===== config.mk =====
export PLATFORM = sky130hd
export DESIGN_NAME = mem_stage
export DESIGN_NICKNAME = d
export VERILOG_FILES = /design/src/rtl/mem_pkg.sv /design/src/rtl/mem_stage_load_align.sv /design/src/rtl/mem_stage.sv
export SDC_FILE = /design/constraint.sdc
export NUM_CORES = 1
export LEC_CHECK = 0
export BUFFER_PORTS_ARGS = -buffer_cell sky130_fd_sc_hd__buf_2
export CORE_UTILIZATION = 45
export CTS_CLUSTER_SIZE = 40
export DETAILED_ROUTE_END_ITERATION = 6
export PLACE_DENSITY = 0.77
export SYNTH_ARGS = -nofsm -noshare
export SYNTH_HDL_FRONTEND = slang
export SYNTH_SLANG_ARGS = --single-unit

===== constraint.sdc =====
create_clock -name clk -period 1.76 [get_ports clk]
set_input_delay 0.088 -clock clk [delete_from_list [all_inputs] [get_ports clk]]
set_output_delay 0.088 -clock clk [all_outputs]
set_load 0.02 [all_outputs]

===== src/rtl/mem_pkg.sv =====
// mem_pkg: shared types and constants for the memory-access stage.
//   mem_size_e  : access size decoded from funct3[1:0]
//   mem_state_e : bus transaction FSM state
//   NumLanes    : byte lanes (and byte-enable width) of the 32-bit bus
package mem_pkg;

  localparam int unsigned LaneW    = 8;
  localparam int unsigned NumLanes = 4;

  typedef enum logic [1:0] {
    BYTE = 2'b00,
    HALF = 2'b01,
    WORD = 2'b10
  } mem_size_e;

  typedef enum logic {
    IDLE = 1'b0,
    BUSY = 1'b1
  } mem_state_e;

  // funct3[1:0] == 2'b11 is not a legal size; it is treated as a word.
  function automatic mem_size_e decode_size(input logic [1:0] f);
    case (f)
      2'b00:   decode_size = BYTE;
      2'b01:   decode_size = HALF;
      default: decode_size = WORD;
    endcase
  endfunction

endpackage


===== src/rtl/mem_stage_load_align.sv =====
// load_align: combinational load-data lane select and extension.
// Ports:
//   rdata       in  32  raw read word from the bus
//   addr_lo     in  2   low address bits of the access
//   size        in      access size (BYTE/HALF/WORD)
//   is_unsigned in  1   1 = zero-extend, 0 = sign-extend
//   ext         out 32  aligned, extended load value
module load_align
  import mem_pkg::*;
(
  input  logic [31:0] rdata,
  input  logic [1:0]  addr_lo,
  input  mem_size_e   size,
  input  logic        is_unsigned,
  output logic [31:0] ext
);

  logic [7:0]  byte_sel;
  logic [15:0] half_sel;

  always_comb begin
    case (addr_lo)
      2'd0:    byte_sel = rdata[7:0];
      2'd1:    byte_sel = rdata[15:8];
      2'd2:    byte_sel = rdata[23:16];
      default: byte_sel = rdata[31:24];
    endcase
    half_sel = addr_lo[1] ? rdata[31:16] : rdata[15:0];

    case (size)
      BYTE:    ext = {{24{byte_sel[7] & ~is_unsigned}}, byte_sel};
      HALF:    ext = {{16{half_sel[15] & ~is_unsigned}}, half_sel};
      default: ext = rdata;
    endcase
  end

endmodule


===== src/rtl/mem_stage.sv =====
// mem_stage: memory-access pipeline stage with MEM/WB register.
// Performs loads/stores over a single-outstanding req/ready bus, stalls
// upstream while a transaction is in flight, aligns/extends load data.
// Ports:
//   clk, rstn (async, active-low)
//   EX/MEM side : valid_in, mem_rd, mem_wr, funct3, rdn_in, alu_out, mem_data
//   stall       : upstream must hold EX/MEM
//   bus         : dmem_req, dmem_we, dmem_addr, dmem_be, dmem_wdata,
//                 dmem_ready, dmem_rdata
//   MEM/WB      : wb_valid, wb_we, rdn, wb_data, misalign
// Build option: MEM_MISALIGN_TRAP_EN -- when defined, misaligned half/word
// accesses bypass the bus and retire with misalign=1 and the faulting
// address; otherwise the offending low address bits are cleared.
module mem_stage
  import mem_pkg::*;
#(
  parameter int unsigned WordSize = 32
) (
  input  logic                clk,
  input  logic                rstn,
  input  logic                valid_in,
  input  logic                mem_rd,
  input  logic                mem_wr,
  input  logic [2:0]          funct3,
  input  logic [4:0]          rdn_in,
  input  logic [WordSize-1:0] alu_out,
  input  logic [WordSize-1:0] mem_data,
  output logic                stall,
  output logic                dmem_req,
  output logic                dmem_we,
  output logic [WordSize-1:0] dmem_addr,
  output logic [NumLanes-1:0] dmem_be,
  output logic [WordSize-1:0] dmem_wdata,
  input  logic                dmem_ready,
  input  logic [WordSize-1:0] dmem_rdata,
  output logic                wb_valid,
  output logic                wb_we,
  output logic [4:0]          rdn,
  output logic [WordSize-1:0] wb_data,
  output logic                misalign
);

  mem_state_e state_q, state_d;

  // Captured transaction
  logic [WordSize-1:0] addr_q, addr_d;
  logic [NumLanes-1:0] be_q, be_d;
  logic [WordSize-1:0] wdata_q, wdata_d;
  logic                we_q, we_d;
  mem_size_e           size_q, size_d;
  logic                uns_q, uns_d;
  logic [4:0]          rdn_cap_q, rdn_cap_d;

  // MEM/WB register
  logic                wb_valid_q, wb_valid_d;
  logic                wb_we_q, wb_we_d;
  logic [4:0]          rdn_q, rdn_d;
  logic [WordSize-1:0] wb_data_q, wb_data_d;
  logic                misalign_q, misalign_d;

  mem_size_e           size_in;
  logic [WordSize-1:0] addr_fix;
  logic [NumLanes-1:0] be_in;
  logic [WordSize-1:0] wdata_in;
  logic [WordSize-1:0] load_word;
  logic                trap;

  load_align u_load_align (
    .rdata       (dmem_rdata),
    .addr_lo     (addr_q[1:0]),
    .size        (size_q),
    .is_unsigned (uns_q),
    .ext         (load_word)
  );

  // Lane preparation from the live EX/MEM inputs, evaluated at capture.
  always_comb begin
    size_in = decode_size(funct3[1:0]);
    case (size_in)
      BYTE: begin
        addr_fix = alu_out;
        be_in    = 4'b0001 << addr_fix[1:0];
        wdata_in = {4{mem_data[7:0]}};
      end
      HALF: begin
        addr_fix = {alu_out[WordSize-1:1], 1'b0};
        be_in    = 4'b0011 << {addr_fix[1], 1'b0};
        wdata_in = {2{mem_data[15:0]}};
      end
      default: begin
        addr_fix = {alu_out[WordSize-1:2], 2'b00};
        be_in    = 4'b1111;
        wdata_in = mem_data;
      end
    endcase
  end

`ifdef MEM_MISALIGN_TRAP_EN
  always_comb begin
    trap = ((size_in == HALF) && alu_out[0]) ||
           ((size_in == WORD) && (alu_out[1:0] != 2'b00));
  end
`else
  assign trap = 1'b0;
`endif

  always_comb begin
    state_d    = state_q;
    addr_d     = addr_q;
    be_d       = be_q;
    wdata_d    = wdata_q;
    we_d       = we_q;
    size_d     = size_q;
    uns_d      = uns_q;
    rdn_cap_d  = rdn_cap_q;
    // WB register defaults to a bubble; payload fields hold.
    wb_valid_d = 1'b0;
    wb_we_d    = 1'b0;
    misalign_d = 1'b0;
    rdn_d      = rdn_q;
    wb_data_d  = wb_data_q;

    case (state_q)
      IDLE: begin
        if (valid_in) begin
          if (mem_rd || mem_wr) begin
            if (trap) begin
              wb_valid_d = 1'b1;
              misalign_d = 1'b1;
              wb_data_d  = alu_out;
              rdn_d      = rdn_in;
            end else begin
              state_d   = BUSY;
              addr_d    = addr_fix;
              be_d      = be_in;
              wdata_d   = wdata_in;
              we_d      = mem_wr;
              size_d    = size_in;
              uns_d     = funct3[2];
              rdn_cap_d = rdn_in;
            end
          end else begin
            wb_valid_d = 1'b1;
            wb_we_d    = (rdn_in != 5'd0);
            wb_data_d  = alu_out;
            rdn_d      = rdn_in;
          end
        end
      end
      BUSY: begin
        if (dmem_ready) begin
          state_d    = IDLE;
          wb_valid_d = 1'b1;
          rdn_d      = rdn_cap_q;
          if (!we_q) begin
            wb_we_d   = (rdn_cap_q != 5'd0);
            wb_data_d = load_word;
          end
        end
      end
      default: state_d = IDLE;
    endcase
  end

  always_ff @(posedge clk or negedge rstn) begin
    if (!rstn) begin
      state_q    <= IDLE;
      addr_q     <= '0;
      be_q       <= '0;
      wdata_q    <= '0;
      we_q       <= 1'b0;
      size_q     <= BYTE;
      uns_q      <= 1'b0;
      rdn_cap_q  <= '0;
      wb_valid_q <= 1'b0;
      wb_we_q    <= 1'b0;
      rdn_q      <= '0;
      wb_data_q  <= '0;
      misalign_q <= 1'b0;
    end else begin
      state_q    <= state_d;
      addr_q     <= addr_d;
      be_q       <= be_d;
      wdata_q    <= wdata_d;
      we_q       <= we_d;
      size_q     <= size_d;
      uns_q      <= uns_d;
      rdn_cap_q  <= rdn_cap_d;
      wb_valid_q <= wb_valid_d;
      wb_we_q    <= wb_we_d;
      rdn_q      <= rdn_d;
      wb_data_q  <= wb_data_d;
      misalign_q <= misalign_d;
    end
  end

  assign stall      = (state_q == BUSY);
  assign dmem_req   = (state_q == BUSY);
  assign dmem_we    = we_q;
  assign dmem_addr  = {addr_q[WordSize-1:2], 2'b00};
  assign dmem_be    = be_q;
  assign dmem_wdata = wdata_q;
  assign wb_valid   = wb_valid_q;
  assign wb_we      = wb_we_q;
  assign rdn        = rdn_q;
  assign wb_data    = wb_data_q;
  assign misalign   = misalign_q;

endmodule


==> results of run 1 <==
cell type report:
cell class	count	share of cell area, %
flip-flops and latches	117	34.02
multi-input cells	361	31.30
repair buffers	319	24.79
clock buffers	24	5.827
well taps	172	2.499
clock inverters	8	1.395
inverters	3	0.1744
placed cells by master, fill, tap and decap left out, drive strengths merged:
cell         Yosys  routed
clkinvlp         0       3
nor4b            1       1
o221ai           7       7
a21o             1       1
a221o            6       6
nor2b           11      11
or4b             1       1
mux4             1       1
o21a             1       1
a21oi           18      18
dfrtp          117     117
o221a            1       1
dlygate4sd3      0      82
nand3            7       7
or2              1       1
a22o            12      12
o22ai            1       1
o21ai           39      39
nand2b           3       3
clkbuf          19      24
conb             1       3
a211oi          25      25
mux2i           30      30
inv              2       2
mux2            45      45
clkinv           1       3
nand2           57      58
a21boi           6       6
a31oi            1       1
and3b            1       1
and3             1       1
bufinv           0       3
nor3            25      25
o31ai            6       6
nor2            38      38
buf             51     237
or4              2       2
nand3b           1       1
a22oi            8       8
registers in the layout, summed over array words and instances (netlist names), 2 cells and up:
signal	count
rdn	5
dmem_be	4
dmem_wdata	32
size_q	2
addr_q	32
rdn_cap_q	5
wb_data	32
layer usage:
metal  vias up  track usage [%]
li1       2483                -
met5         -                0
met4         0            17.13
met1      2704            32.26
met2       305            47.26
met3        80            7.415
cells by family (layout without fill, tap and decap cells):
logic type | Yosys count | count (layout) | synth area share [%]
muxes | 76 | 76 | 13.92
buffers and inverters | 73 | 354 | 7.850
AOI/OAI and AO/OA | 132 | 132 | 16.56
and+or+nand+nor | 149 | 150 | 12.49
other | 1 | 3 | 0.06291
DFF | 117 | 117 | 49.12
stage by stage:
stage                     hold slack [ns]  utilization, %  instance area, um^2  std cells  power (mW)
final                             0.01569           67.41                 8611       1004       11.54
after global routing              0.01185           67.41                 8611       1004       12.06
after CTS                        0.004628           66.91                 8547       1001       11.48
after detailed placement          0.01271           55.57                 7098        887       7.690
after global placement            0.01127           55.57                 7098        887       7.545
after floorplan                   -0.2076               -                 6062        550       6.526
critical path, delay by kind of cell, from the launching register on:
family,cells,cell delay (ns)
simple gates,2,0.81
flops,1,0.48
buf+inv,1,0.21
compound gates,1,0.07
path summary, 6_finish.rpt:
kind,startpoint,to
setup / recovery,dmem_req,wb_data[14]
hold / removal,mem_data[28],dmem_wdata[28]
setup reg to reg,dmem_req,wb_data[14]
hold reg to reg,dmem_wdata[9],dmem_wdata[9]
max in group asynchronous,rstn,addr_q[27]
min in group asynchronous,rstn,addr_q[11]
power breakdown:
group	total [mW]	internal, mW	switching (mW)
Clock	3.61	2.41	1.20
Sequential	4.00	3.48	0.527
Combinational	3.92	1.55	2.37
timing repair:
action / CTS / global route
hold buffers: 82 / 0
pin swaps: 0 / 4
cloned: 0 / 1
hold endpoints to repair: 202 / 0
endpoints found under the setup margin: 28 / 28
gates resized for setup: 2 / 8
buffers inserted: 0 / 2
==> flow_summary_export.csv, run 1 <==
group,metric,value,unit
status,status,"complete, no violations",
min_path,hold_depth,3,
timing,finClkSkew,0.007893,ns
clocking,cts_num_sinks,117,
setup_path,worst-r2r-cell-count,4,
synthesis,synth_top_cell_by_area,"dfrtp_1",
grt,groute.usage.overall,28.13,%
grt,grt_pass1_wl,28600,um
setup_path,startpoint_type,"register",
layout,finalNetCount,929,
pwr,leakage,3.987,nW
place,port_buffers,217,
floorplanning,die-height,117.1,um
grt,antenna_found_initial,0,
setup_path,cp-end-kind,"register",
timing,setup_viol,0,
grt,grt_pass1_vias,5722,
synthesis,yosys_register_bits,117,
synthesis,synthesis.instances,548,
synthesis,mappedNetlistArea,5961,um^2
setup_path,cp_max_fo,24,
setup_path,critical_path_class,"reg -> reg",
setup_path,worst_ep_arrival_time,2.00,ns
drt,ant_nets,0,
synthesis,yosysWarnings,0,
floorplanning,coreArea,12770,um^2
drt,dr.pass1.iters,5,
layout,regArea,2929,um^2
floorplanning,dieArea,13710,um^2
job,drv_cap,0,
synthesis,yosysTopAreaCellShare,49.12,%
drt,vias_per_cell,5.550,
setup_path,cpPeakStageDelay,0.61,ns
synthesis,synthArstFlopShare,100.0,%
timing,fin_ws,0.04433,ns
clocking,numCtsBuffers,17,
drt,routed-wl-met2,9512,um
synthesis,synth-edff-count,0,
drt,wire_per_inst,19.07,um
grt,grt_max_degree,82,
floorplanning,die_w,117.1,um
drt,wl,19150,um
timing,finalCritPeriodShare,97.48,%
floorplanning,initial_core_util,46.66,%
timing,tightest_slew,0.5132,ns
setup_path,worst_path_max_delay_cell,"or4b_4",
grt,grt.overflow.total,0,
clocking,root_buffer,"clkbuf_16",
timing,fmax,582.9,MHz
place,gp_congestion,0.9290,
drt,routed.top_layer,"met4",
drt,first_iter_violations,413,
setup_path,crit_chain,"or4b_4 -> buf_12 -> nor3_1 -> a211oi_2",
layout,drive_above_1_share,45.55,%
setup_path,cp.required,2.04,ns
clocking,clkTransAtPathRegs,0.05,ns
layout,antenna_cells,0,
clocking,clk_path_buf_depth,2,
synthesis,seq_area_frac_synth,49.12,%
timing,slew_violations,0,
clocking,h-tree-depth,4,
synthesis,synth_cell_type_count,45,
drt,vias,5572,
synthesis,synth_area_leaders,"dfrtp_1, mux2_2, mux2i_1",
place,place_ws,-0.07671,ns
layout,nFillCells,895,
clocking,tritoncts,"yes",
synthesis,yosys-top-cells-count,"dfrtp_1, nand2_1, mux2_2",
drt,drcViolationCount,0,
drt,route.met3.wl,1354,um
synthesis,synth_most_common_cell,"dfrtp_1",
floorplanning,num_rows,41,
pwr,p_per_area,1340,nW/um^2
timing,min_period,1.716,ns
layout,area_delta_synth_final,44.46,%
clocking,clkLatencyLatePin,0.42,ns
timing,fin_tns_setup,0,ns
layout,multiInputGateArea,2695,um^2
floorplanning,pin_count,221,
place,place_hpwl,12530,um
drt,wl_met1,7346,um
setup_path,rrSetupSlack,0.04,ns
synthesis,synthFlopType,"dfrtp_1",
min_path,hold_path.class,"in -> reg",
timing,hold_viol_final,0,
pwr,peakVddDrop,0.7685,mV
timing,slew_headroom,65.75,%
synthesis,syn_avg_cell_area,10.88,um^2
Power figures use the tool's default switching activity.
==> inputs of run 2 (changes only) <==
--- a/config.mk
+++ b/config.mk
@@ -9,7 +9,8 @@
 export CORE_UTILIZATION = 45
 export CTS_CLUSTER_SIZE = 40
 export DETAILED_ROUTE_END_ITERATION = 6
-export PLACE_DENSITY = 0.77
+export PLACE_DENSITY = 0.76
 export SYNTH_ARGS = -nofsm -noshare
 export SYNTH_HDL_FRONTEND = slang
+export SYNTH_HIERARCHICAL = 1
 export SYNTH_SLANG_ARGS = --single-unit
==> run 2 against run 1 <==
- the flow now finishes with violations (negative setup slack)
- combinational power is 24% higher
- design area is 3.8% higher
- sequential power is 1% higher
- clock skew is 0.00052 ns lower
- via count is 2.2% lower
- die area is 4.7% higher
- clock-buffer cell count is 4 higher
- synthesized area is 4.8% higher
- setup slack worse by 0.30 ns
- sequential cell count stayed put
- worst hold slack worse by 0.0052 ns
- final cell count is 3.1% lower
==> flow_summary_export.csv, run 2 <==
group,metric,value,unit
status,status,"finished with violations",
status,violations,"negative setup slack",
synthesis,yosysTopAreaCellShare,46.87,%
grt,antenna_found_initial,0,
setup_path,startpoint_type,"register",
place,place_area,7546,um^2
grt,grt.overflow.total,0,
timing,min_period,2.011,ns
floorplanning,die-height,119.8,um
floorplanning,die_w,119.8,um
pwr,p_sw,4.251,mW
synthesis,mappedNetlistArea,6247,um^2
setup_path,cp_max_fo,10,
synthesis,synth-edff-count,0,
drt,first_iter_violations,479,
drt,wire_per_inst,19.60,um
timing,hold_slack,0.01053,ns
pwr,seq_power_share,33.7,%
clocking,clk_path_buf_depth,2,
place,gp_congestion,0.9134,
synthesis,synthesis.instances,521,
timing,hold_viol_final,0,
layout,layout_common_cells,"buf_2, dfrtp_1, mux2_2",
timing,setup_viol,32,
synthesis,synthFlopType,"dfrtp_1",
pwr,cellInternalPower,7.737,mW
grt,groute.usage.overall,26.63,%
pwr,leakage,4.200,nW
job,drv_cap,0,
timing,finalCritPeriodShare,114.3,%
pwr,power_frac_clock,25.8,%
pwr,p_per_area,1342,nW/um^2
synthesis,synth_top_cell_by_area,"dfrtp_1",
layout,area_delta_synth_final,43.02,%
place,dp.cells,871,
layout,drive_above_1_share,54.08,%
drt,ant_nets,0,
pwr,power.total,11.99,mW
place,port_buffers,217,
min_path,hold_path.class,"in -> reg",
synthesis,syn_avg_cell_area,11.99,um^2
setup_path,cp.required,2.05,ns
floorplanning,num_rows,42,
timing,fin_ws,-0.2513,ns
drt,drcViolationCount,0,
floorplanning,pin_count,221,
clocking,h-tree-depth,4,
synthesis,yosys-top-cells-count,"mux2_2, dfrtp_1, buf_4",
timing,rsz0062_at_grt,"true",
synthesis,yosys_register_bits,117,
clocking,root_buffer,"clkbuf_16",
synthesis,synth_cell_type_count,39,
synthesis,synth_area_leaders,"dfrtp_1, mux2_2, buf_4",
timing,fmax,497.2,MHz
grt,grt_max_degree,46,
pwr,peakVddDrop,0.7433,mV
floorplanning,dieArea,14360,um^2
layout,antenna_cells,0,
layout,fin_area,8935,um^2
drt,dr.pass1.iters,7,
floorplanning,initial_core_util,46.62,%
place,place_hpwl,12690,um
drt,wl,19070,um
layout,fin_cells,973,
pwr,power_frac_comb,40.5,%
clocking,numCtsBuffers,17,
pwr,sw_frac_of_total,35.46,%
drt,vias_per_cell,5.599,
drt,vias,5448,
synthesis,yosysWarnings,6,
clocking,clkTransAtPathRegs,0.05,ns
timing,finClkSkew,0.007371,ns
synthesis,synthArstFlopShare,100.0,%
timing,slew_violations,0,
setup_path,critical_path_class,"reg -> reg",
clocking,tritoncts,"yes",
synthesis,synth_most_common_cell,"mux2_2",
layout,finalNetCount,894,
setup_path,cp-end-kind,"register",
clocking,cts_num_sinks,117,
setup_path,worst_ep_arrival_time,2.30,ns
clocking,clkLatencyLatePin,0.41,ns
floorplanning,coreArea,13400,um^2
grt,grt_pass1_wl,29060,um
layout,final_common_cell,"buf_2",
grt,grt_pass1_vias,5520,
synthesis,seq_area_frac_synth,46.87,%
[run 2: changes by cell type in the layout (fill, tap and decap cells not counted), moves of 11 or more]
| cell | previous run | this run |
|---|---|---|
| a211oi_2 | 18 | 0 |
| buf_4 | 15 | 26 |
| dlygate4sd3_1 | 82 | 60 |
| mux2_2 | 45 | 75 |
| mux2_4 | 0 | 45 |
| nand2_1 | 56 | 29 |
| nor2_1 | 20 | 3 |
| nor2_2 | 18 | 1 |
| nor3_2 | 18 | 0 |
[run 2: worst max-delay path, cell delays in order, from the launching register on]
cell and delay (ns):
dfrtp_1 0.42, mux2_4 0.33, a32oi_4 0.20, buf_6 0.15, buf_12 0.14, o221ai_1 0.13, mux2_4 0.27, mux2_2 0.26
[run 2: kinds of logic (layout without fill, tap and decap cells)]
logic type / count (synthesis) / after routing / synth area share, %
muxes: 152 / 152 / 26.80
DFF: 117 / 117 / 46.87
buffers and inverters: 79 / 353 / 8.332
and+or+nand+nor: 57 / 57 / 4.406
AOI/OAI and AO/OA: 115 / 115 / 13.54
other: 1 / 3 / 0.06003
[run 2: layout make-up]
class	instances	area [um^2]
clock inverters	4	20.02
well taps	176	220.2
clock buffers	28	506.7
inverters	3	15.01
flip-flops and latches	117	2929
multi-input cells	327	3053
repair buffers	318	2191
fillers	964	4466
[run 2: per-layer routing]
layer  up-vias  GRT usage (%)  part of all wire (%)
li1       2411              -                     -
met1      2695          31.01                    39
met2       300          46.42                    51
met3        42          7.510                   8.3
met4         0          9.844                   2.2
met5         -              0                     0
[run 2: stage by stage]
stage	util, %	setup slack [ns]	setup TNS [ns]
6_report	66.68	-0.2513	-5.987
5_1_grt	66.68	-0.3020	-7.679
4_1_cts	65.92	-0.2541	-5.884
3_5_place_dp	56.31	-0.3385	-7.712
3_3_place_gp	56.31	-0.2125	-4.723
2_1_floorplan	-	-0.2188	-4.674
[run 2: what timing repair did]
item | CTS | global route
hold buffers | 60 | 0
buffers inserted | 5 | 3
endpoints found under the hold margin | 94 | 0
gates cloned | 2 | 1
resized for setup | 20 | 11
setup endpoints to repair | 32 | 32
pin swaps | 5 | 3
[run 2: power by group through the flow]
stage / logic, mW / registers [mW] / clock network [mW]
floorplan: 2.37 / 4.75 / 0
global placement: 4.33 / 4.00 / 0
detailed placement: 4.44 / 4.06 / 0
CTS: 4.73 / 4.03 / 3.16
global route: 5.12 / 4.15 / 3.28
finish: 4.85 / 4.04 / 3.09
[run 2: final timing paths]
kind | startpoint | end | slack, ns | depth (start not counted)
max reg2reg | addr_q[0] | wb_data[15] | -0.25 | 7
min reg2reg | wb_data[6] | wb_data[6] | 0.49 | 1
min in group asynchronous | rstn | wb_data[28] | 0.16 | 2
max in group asynchronous | rstn | wb_data[31] | 1.00 | 3
max | addr_q[0] | wb_data[15] | -0.25 | 7
min | mem_data[24] | dmem_wdata[24] | 0.01 | 3
